## src/rtl/decode_pipe.sv

```systemverilog
// RV32I decode stage with a valid/ready input, a registered main+skid output
// buffer and flush for branch redirects. Outputs always come from the main entry.
module decode_pipe #(
  parameter int DWIDTH  = 32,
  parameter int AWIDTH  = 32,
  parameter bit SKID_EN = 1'b1
) (
  input  logic              clk,
  input  logic              rst,
  input  logic              in_valid_i,
  output logic              in_ready_o,
  input  logic [DWIDTH-1:0] insn_i,
  input  logic [AWIDTH-1:0] pc_i,
  input  logic              flush_i,
  output logic              out_valid_o,
  input  logic              out_ready_i,
  output logic [AWIDTH-1:0] pc_o,
  output logic [DWIDTH-1:0] insn_o,
  output logic [6:0]        opcode_o,
  output logic [4:0]        rd_o,
  output logic [4:0]        rs1_o,
  output logic [4:0]        rs2_o,
  output logic [2:0]        funct3_o,
  output logic [6:0]        funct7_o,
  output logic [4:0]        shamt_o,
  output logic [DWIDTH-1:0] imm_o,
  output logic [2:0]        fmt_o,
  output logic              illegal_o
);

  typedef struct packed {
    logic [AWIDTH-1:0] pc;
    logic [DWIDTH-1:0] insn;
    logic [4:0]        rd;
    logic [4:0]        rs1;
    logic [4:0]        rs2;
    logic [2:0]        funct3;
    logic [6:0]        funct7;
    logic [4:0]        shamt;
    logic [DWIDTH-1:0] imm;
    logic [2:0]        fmt;
    logic              illegal;
  } bundle_t;

  localparam logic [2:0] FMT_R   = 3'd0;
  localparam logic [2:0] FMT_I   = 3'd1;
  localparam logic [2:0] FMT_S   = 3'd2;
  localparam logic [2:0] FMT_B   = 3'd3;
  localparam logic [2:0] FMT_U   = 3'd4;
  localparam logic [2:0] FMT_J   = 3'd5;
  localparam logic [2:0] FMT_ILL = 3'd7;

  logic [6:0] w_opc;
  logic [2:0] w_f3;
  logic [6:0] w_f7;
  logic       w_f7_ok;
  logic       w_illegal;
  bundle_t    w_raw;
  bundle_t    w_dec;

  assign w_opc   = insn_i[6:0];
  assign w_f3    = insn_i[14:12];
  assign w_f7    = insn_i[31:25];
  assign w_f7_ok = (w_f7 == 7'h00) || (w_f7 == 7'h20);

  always_comb begin
    w_raw     = '0;
    w_illegal = 1'b0;
    case (w_opc)
      7'b0110011: begin
        w_raw.fmt    = FMT_R;
        w_raw.rd     = insn_i[11:7];
        w_raw.rs1    = insn_i[19:15];
        w_raw.rs2    = insn_i[24:20];
        w_raw.funct3 = w_f3;
        w_raw.funct7 = w_f7;
        // Only ADD/SUB and SRL/SRA have an alternate (0100000) encoding.
        w_illegal    = !w_f7_ok || ((w_f7 == 7'h20) && (w_f3 != 3'b000) && (w_f3 != 3'b101));
      end
      7'b0010011, 7'b0000011, 7'b1100111: begin
        w_raw.fmt    = FMT_I;
        w_raw.rd     = insn_i[11:7];
        w_raw.rs1    = insn_i[19:15];
        w_raw.funct3 = w_f3;
        w_raw.imm    = {{20{insn_i[31]}}, insn_i[31:20]};
        if ((w_opc == 7'b0010011) && ((w_f3 == 3'b001) || (w_f3 == 3'b101))) begin
          w_raw.shamt  = insn_i[24:20];
          w_raw.funct7 = w_f7;
          w_illegal    = (w_f3 == 3'b001) ? (w_f7 != 7'h00) : !w_f7_ok;
        end
      end
      7'b0100011: begin
        w_raw.fmt    = FMT_S;
        w_raw.rs1    = insn_i[19:15];
        w_raw.rs2    = insn_i[24:20];
        w_raw.funct3 = w_f3;
        w_raw.imm    = {{20{insn_i[31]}}, insn_i[31:25], insn_i[11:7]};
      end
      7'b1100011: begin
        w_raw.fmt    = FMT_B;
        w_raw.rs1    = insn_i[19:15];
        w_raw.rs2    = insn_i[24:20];
        w_raw.funct3 = w_f3;
        w_raw.imm    = {{20{insn_i[31]}}, insn_i[7], insn_i[30:25], insn_i[11:8], 1'b0};
      end
      7'b0110111, 7'b0010111: begin
        w_raw.fmt = FMT_U;
        w_raw.rd  = insn_i[11:7];
        w_raw.imm = {insn_i[31:12], 12'h000};
      end
      7'b1101111: begin
        w_raw.fmt = FMT_J;
        w_raw.rd  = insn_i[11:7];
        w_raw.imm = {{12{insn_i[31]}}, insn_i[19:12], insn_i[20], insn_i[30:21], 1'b0};
      end
      default: w_illegal = 1'b1;
    endcase
  end

  always_comb begin
    w_dec      = w_illegal ? bundle_t'('0) : w_raw;
    w_dec.pc   = pc_i;
    w_dec.insn = insn_i;
    if (w_illegal) begin
      w_dec.fmt     = FMT_ILL;
      w_dec.illegal = 1'b1;
    end
  end

  bundle_t r_main;
  bundle_t r_skid;
  logic    r_main_valid;
  logic    r_skid_valid;
  logic    w_accept;
  logic    w_xfer;

  // Ready depends only on buffer flops, never on out_ready_i.
  assign in_ready_o = SKID_EN ? !r_skid_valid : !r_main_valid;
  assign w_accept   = in_valid_i && in_ready_o && !flush_i;
  assign w_xfer     = r_main_valid && out_ready_i;

  always_ff @(posedge clk or negedge rst) begin
    if (!rst) begin
      r_main       <= '0;
      r_skid       <= '0;
      r_main_valid <= 1'b0;
      r_skid_valid <= 1'b0;
    end else if (flush_i) begin
      r_main_valid <= 1'b0;
      r_skid_valid <= 1'b0;
    end else if (!r_main_valid) begin
      if (w_accept) begin
        r_main       <= w_dec;
        r_main_valid <= 1'b1;
      end
    end else if (!SKID_EN) begin
      if (w_xfer) r_main_valid <= 1'b0;
    end else if (!r_skid_valid) begin
      if (w_accept && w_xfer) begin
        r_main <= w_dec;
      end else if (w_accept) begin
        r_skid       <= w_dec;
        r_skid_valid <= 1'b1;
      end else if (w_xfer) begin
        r_main_valid <= 1'b0;
      end
    end else if (w_xfer) begin
      r_main       <= r_skid;
      r_skid_valid <= 1'b0;
    end
  end

  assign out_valid_o = r_main_valid;
  assign pc_o        = r_main.pc;
  assign insn_o      = r_main.insn;
  assign opcode_o    = r_main.insn[6:0];
  assign rd_o        = r_main.rd;
  assign rs1_o       = r_main.rs1;
  assign rs2_o       = r_main.rs2;
  assign funct3_o    = r_main.funct3;
  assign funct7_o    = r_main.funct7;
  assign shamt_o     = r_main.shamt;
  assign imm_o       = r_main.imm;
  assign fmt_o       = r_main.fmt;
  assign illegal_o   = r_main.illegal;

endmodule

```

## config.mk

```make
export PLATFORM = sky130hd
export DESIGN_NAME = decode_pipe
export DESIGN_NICKNAME = d
export VERILOG_FILES = /design/src/rtl/decode_pipe.sv
export SDC_FILE = /design/constraint.sdc
export NUM_CORES = 1
export LEC_CHECK = 0
export CORE_MARGIN = 3
export CORE_UTILIZATION = 53
export DETAILED_ROUTE_END_ITERATION = 8
export PLACE_DENSITY = 0.81
export SKIP_CTS_REPAIR_TIMING = 1
export SYNTH_ARGS = -nofsm -noshare
export SYNTH_HDL_FRONTEND = slang
export SYNTH_SLANG_ARGS = --single-unit
```

## constraint.sdc

```tcl
create_clock -name clk -period 2.1 [get_ports clk]
set_input_delay 0.21 -clock clk [delete_from_list [all_inputs] [get_ports clk]]
set_output_delay 0.21 -clock clk [all_outputs]
set_load 0.1 [all_outputs]
```

==> impl.org <==
** Power and ir drop
- For this design the total switching power over the nets is 0.00646 W.
- Largest voltage drop on the vdd net :: 636 uV
- Total power divided by cell area :: 1100 nW/um2
- Power after layout :: 0.0164 W
- Combinational group share of total power :: 31.3%
- Share of total power in the clock network :: 31.0%
- Switching power as a share of total power :: 39.3%
- Of the total power, registers draw 37.7%.
- Cell internal power was estimated by the tool at 0.00999 W.
- Leakage dissipation :: 7.08 nW

** Placement
- Buffers placed on the I/O ports in this run total 207.
- Global placement routability congestion :: 0.878
- Once detailed placement completed, the half-perimeter wirelength came to 21800 um.

** Global routing
- In the global route stage, overall resource usage came out at 28.0%.
- GRT overflow :: 0
- Largest net degree at the start of global routing :: 115
- Number of global-route vias before repair :: 10255
- Antenna violations before repair :: 1
- Wire length of the first global-routing pass :: 53800 um

** CTS
- Buffers inserted during clock tree synthesis total 28.
- For the worst-skew pair, the clock arrives at the later sink with an insertion delay of 530 ps.
- Clock transition at path regs :: 60 ps
- TritonCTS built the clock tree.
- Number of sinks on the clock net :: 262
- Maximum buffer depth of the clock tree :: 3
- The tree is rooted in a sky130_fd_sc_hd__clkbuf_16.
- In this run the number of H-tree levels came out at 1.

** Floorplan
- The total area inside the core boundary comes to 21100 um2.
- Die Span X :: 153 um
- 208 I/O pins were placed.
- Initial core utilization :: 54.1%
- Floorplan row count :: 53
- Total die area :: 23300 um2
- The floorplan step set the die height to 153 um.

** Route
- After detailed routing, the number of remaining DRC violations is 0.
- In this run the remaining antenna-violating nets after routing total 0.
- In the final routed layout, each cell accounts on average for 18.8 um.
- The first TritonRoute pass finished after 6 iterations.
- Summed over all layers, the routed wires come to 33900 um.
- Dividing the detail-routed via count by the number of cells gives 5.83.
- In this run, the number of DRC markers left after iteration 0 of detailed routing was 897.
- For this block, the via count after detailed routing is 10536.

** Setup path
- Register-to-register setup slack :: 70 ps
- The largest single stage delay on the critical path is 470 ps.
- For this design, the slowest cell found on the critical path is sky130_fd_sc_hd__dfrtp_1.
- Endpoint class of the critical path :: flip-flop
- Counting both buffers and inverters, the worst setup path holds a total of 2.
- Data on the critical path is required at its endpoint by 2490 ps.
- STA classifies the critical path startpoint as a flip-flop.
- Highest net fanout along the worst path :: 20
- Crit path DAT :: 2420 ps
- The worst setup path is of the flip-flop to flip-flop kind.
- Critical path, cell by cell :: nand2b_1 > a211oi_4 > buf_12 > buf_4 > nand3_1 > o311ai_0
- Category of cells accounting for the largest share of critical-path delay :: compound AO/OA/AOI/OAI gates

** STA
- Fin. Hold Viols :: 0
- Between clock sinks in the finished design, the worst skew comes to 7.75 ps.
- Final number of max-transition violations :: 0
- Final cycle utilization of the critical path :: 96.9%
- Clock period minus final worst setup slack :: 2030 ps
- Setup violations remaining at the end of the flow were counted as 0.
- Worst slew slack as a fraction of its limit :: 40.6%
- At the pin with the least slew margin, the transition time is 892 ps.
- Timing would allow up to 0.492 GHz.

** Min path
- In this run the worst hold path is classified as input pin to async pin.

** Logic synthesis
- Synth Register Bits :: 262
- Synthesized area :: 11400 um2
- Largest cells by area after synthesis :: sky130_fd_sc_hd__dfrtp_1 (57%), sky130_fd_sc_hd__nand2_1 (14%), sky130_fd_sc_hd__a31oi_1 (3.6%), sky130_fd_sc_hd__nor2_1 (3.3%), sky130_fd_sc_hd__a21oi_1 (2.6%)
- Cell taking the most area after synthesis :: sky130_fd_sc_hd__dfrtp_1
- The number of nets handed over by synthesis was 1346.
- Yosys printed 0 warnings.
- Post-synth top area share :: 57.5%
- Sequential share of the synthesized area :: 57.5%
- Post-Synthesis Mean Instance Area :: 8.93 um2
- Async SR Flop Fraction :: 100%
- Synthesis handed over a netlist of 1277 instances.
- After synthesis, the netlist uses 50 different library cells.
- Ys flop type :: sky130_fd_sc_hd__dfrtp_1
- In this run, synthesis inferred 0 flip-flops with an integrated enable.

** Layout
- Compared with the post-synthesis result, the final layout area differs by 31.6%.
- At the end of the flow, the number of nets in the layout was 1577.
- Leaving out fill and tap cells, the most frequent cell in the layout is sky130_fd_sc_hd__nand2_1.
- In the layout the commonest cells are sky130_fd_sc_hd__nand2_1 (435), sky130_fd_sc_hd__dfrtp_1 (261), sky130_fd_sc_hd__buf_4 (212).
- Of the cells placed in the final design, the portion with a size suffix greater than 1 is 19.5%.
- Utilization after layout :: 71.2%

** Job
- Max-cap violations :: 0

** Outcome
- The flow ran to the end, and the final reports show no timing, DRC or antenna violations.
[final timing paths]
| check | startpoint | end | cells after the start |
|---|---|---|---|
| setup / recovery | r_skid_valid | imm_o[20] | 6 |
| hold / removal | rst | pc_o[26] | 2 |
| setup reg to reg | r_skid_valid | imm_o[20] | 6 |
| hold reg to reg | funct7_o[3] | funct7_o[3] | 2 |
| max in group asynchronous | rst | r_skid[32] | 3 |
| min in group clk | pc_i[1] | r_skid[99] | 3 |
[cell usage after synthesis, types with 2 or more instances]
| master | number |
|---|---|
| sky130_fd_sc_hd__o311ai_0 | 9 |
| sky130_fd_sc_hd__nor2_1 | 101 |
| sky130_fd_sc_hd__nand4_1 | 2 |
| sky130_fd_sc_hd__a32o_1 | 10 |
| sky130_fd_sc_hd__a2bb2oi_1 | 3 |
| sky130_fd_sc_hd__a31oi_1 | 65 |
| sky130_fd_sc_hd__a21oi_1 | 60 |
| sky130_fd_sc_hd__nor3_1 | 6 |
| sky130_fd_sc_hd__and3_1 | 12 |
| sky130_fd_sc_hd__o21a_1 | 3 |
| sky130_fd_sc_hd__nand3b_1 | 2 |
| sky130_fd_sc_hd__a221o_1 | 6 |
| sky130_fd_sc_hd__o31ai_1 | 18 |
| sky130_fd_sc_hd__nor2b_1 | 4 |
| sky130_fd_sc_hd__nand3_1 | 41 |
| sky130_fd_sc_hd__o22ai_1 | 17 |
| sky130_fd_sc_hd__buf_2 | 19 |
| sky130_fd_sc_hd__nand2b_1 | 9 |
| sky130_fd_sc_hd__clkbuf_1 | 70 |
| sky130_fd_sc_hd__dfrtp_1 | 262 |
| sky130_fd_sc_hd__nand2_1 | 436 |
| sky130_fd_sc_hd__buf_4 | 7 |
| sky130_fd_sc_hd__inv_1 | 12 |
| sky130_fd_sc_hd__o211ai_1 | 10 |
| sky130_fd_sc_hd__and2_1 | 11 |
| sky130_fd_sc_hd__mux2_2 | 4 |
| sky130_fd_sc_hd__o21ai_0 | 50 |
| sky130_fd_sc_hd__a211oi_1 | 3 |
| sky130_fd_sc_hd__a22o_1 | 4 |
[per-stage QoR]
step	setup TNS, ps	std cells	area, um2	hold slack, ps	worst slack [ps]
floorplan	0	1277	11400	-85.6	21.2
global placement	-3920	1750	14000	195	-122
detailed placement	-9310	1750	14000	196	-338
CTS	0	1802	15000	-363	15.1
global route	-5.22	1806	15000	241	-5.22
finish	0	1806	15000	202	65.5
[routing by layer]
metal | global-route usage, % | wire length (um) | vias to the layer above
met3 | 5.74 | 2820 | 93
met2 | 45.1 | 16300 | 491
met1 | 38.0 | 13600 | 5155
met4 | 10.0 | 1210 | 0
met5 | 0 | 0 | -
li1 | - | - | 4797
[power by group through the flow]
stage | Clock, W | Combinational (W) | Sequential (W)
5_1_grt | 0.00536 | 0.00539 | 0.00628
6_report | 0.00509 | 0.00516 | 0.00620
3_5_place_dp | 0 | 0.00513 | 0.00627
4_1_cts | 0.00515 | 0.00515 | 0.00619
3_3_place_gp | 0 | 0.00505 | 0.00624
2_1_floorplan | 0 | 0.00112 | 0.00883
[kinds of logic after synthesis]
kind of cell | share of synthesized area [%]
flip-flops | 57.5
XOR/XNOR | 0.0768
AND/OR/NAND/NOR | 22.9
buffers and inverters | 4.07
AO/OA/AOI/OAI | 15.0
multiplexers | 0.483
[layout make-up]
class,count,area (um2)
inverter,12,45.0
multi-input combinational,905,4440
clock inverter,7,88.8
tap,275,344
antenna,1,2.50
clock buffer,45,876
sequential,262,6560
fill,1550,6080
timing repair buffer,299,2650
[registers in the layout, summed over array words and instances (netlist names), 3 cells and up]
register	count
imm_o	32
insn_o	32
rd_o	5
rs2_o	5
rs1_o	5
shamt_o	5
r_skid	130
pc_o	32
funct7_o	7
fmt_o	3
funct3_o	3
(Power assumes the default switching activity.)
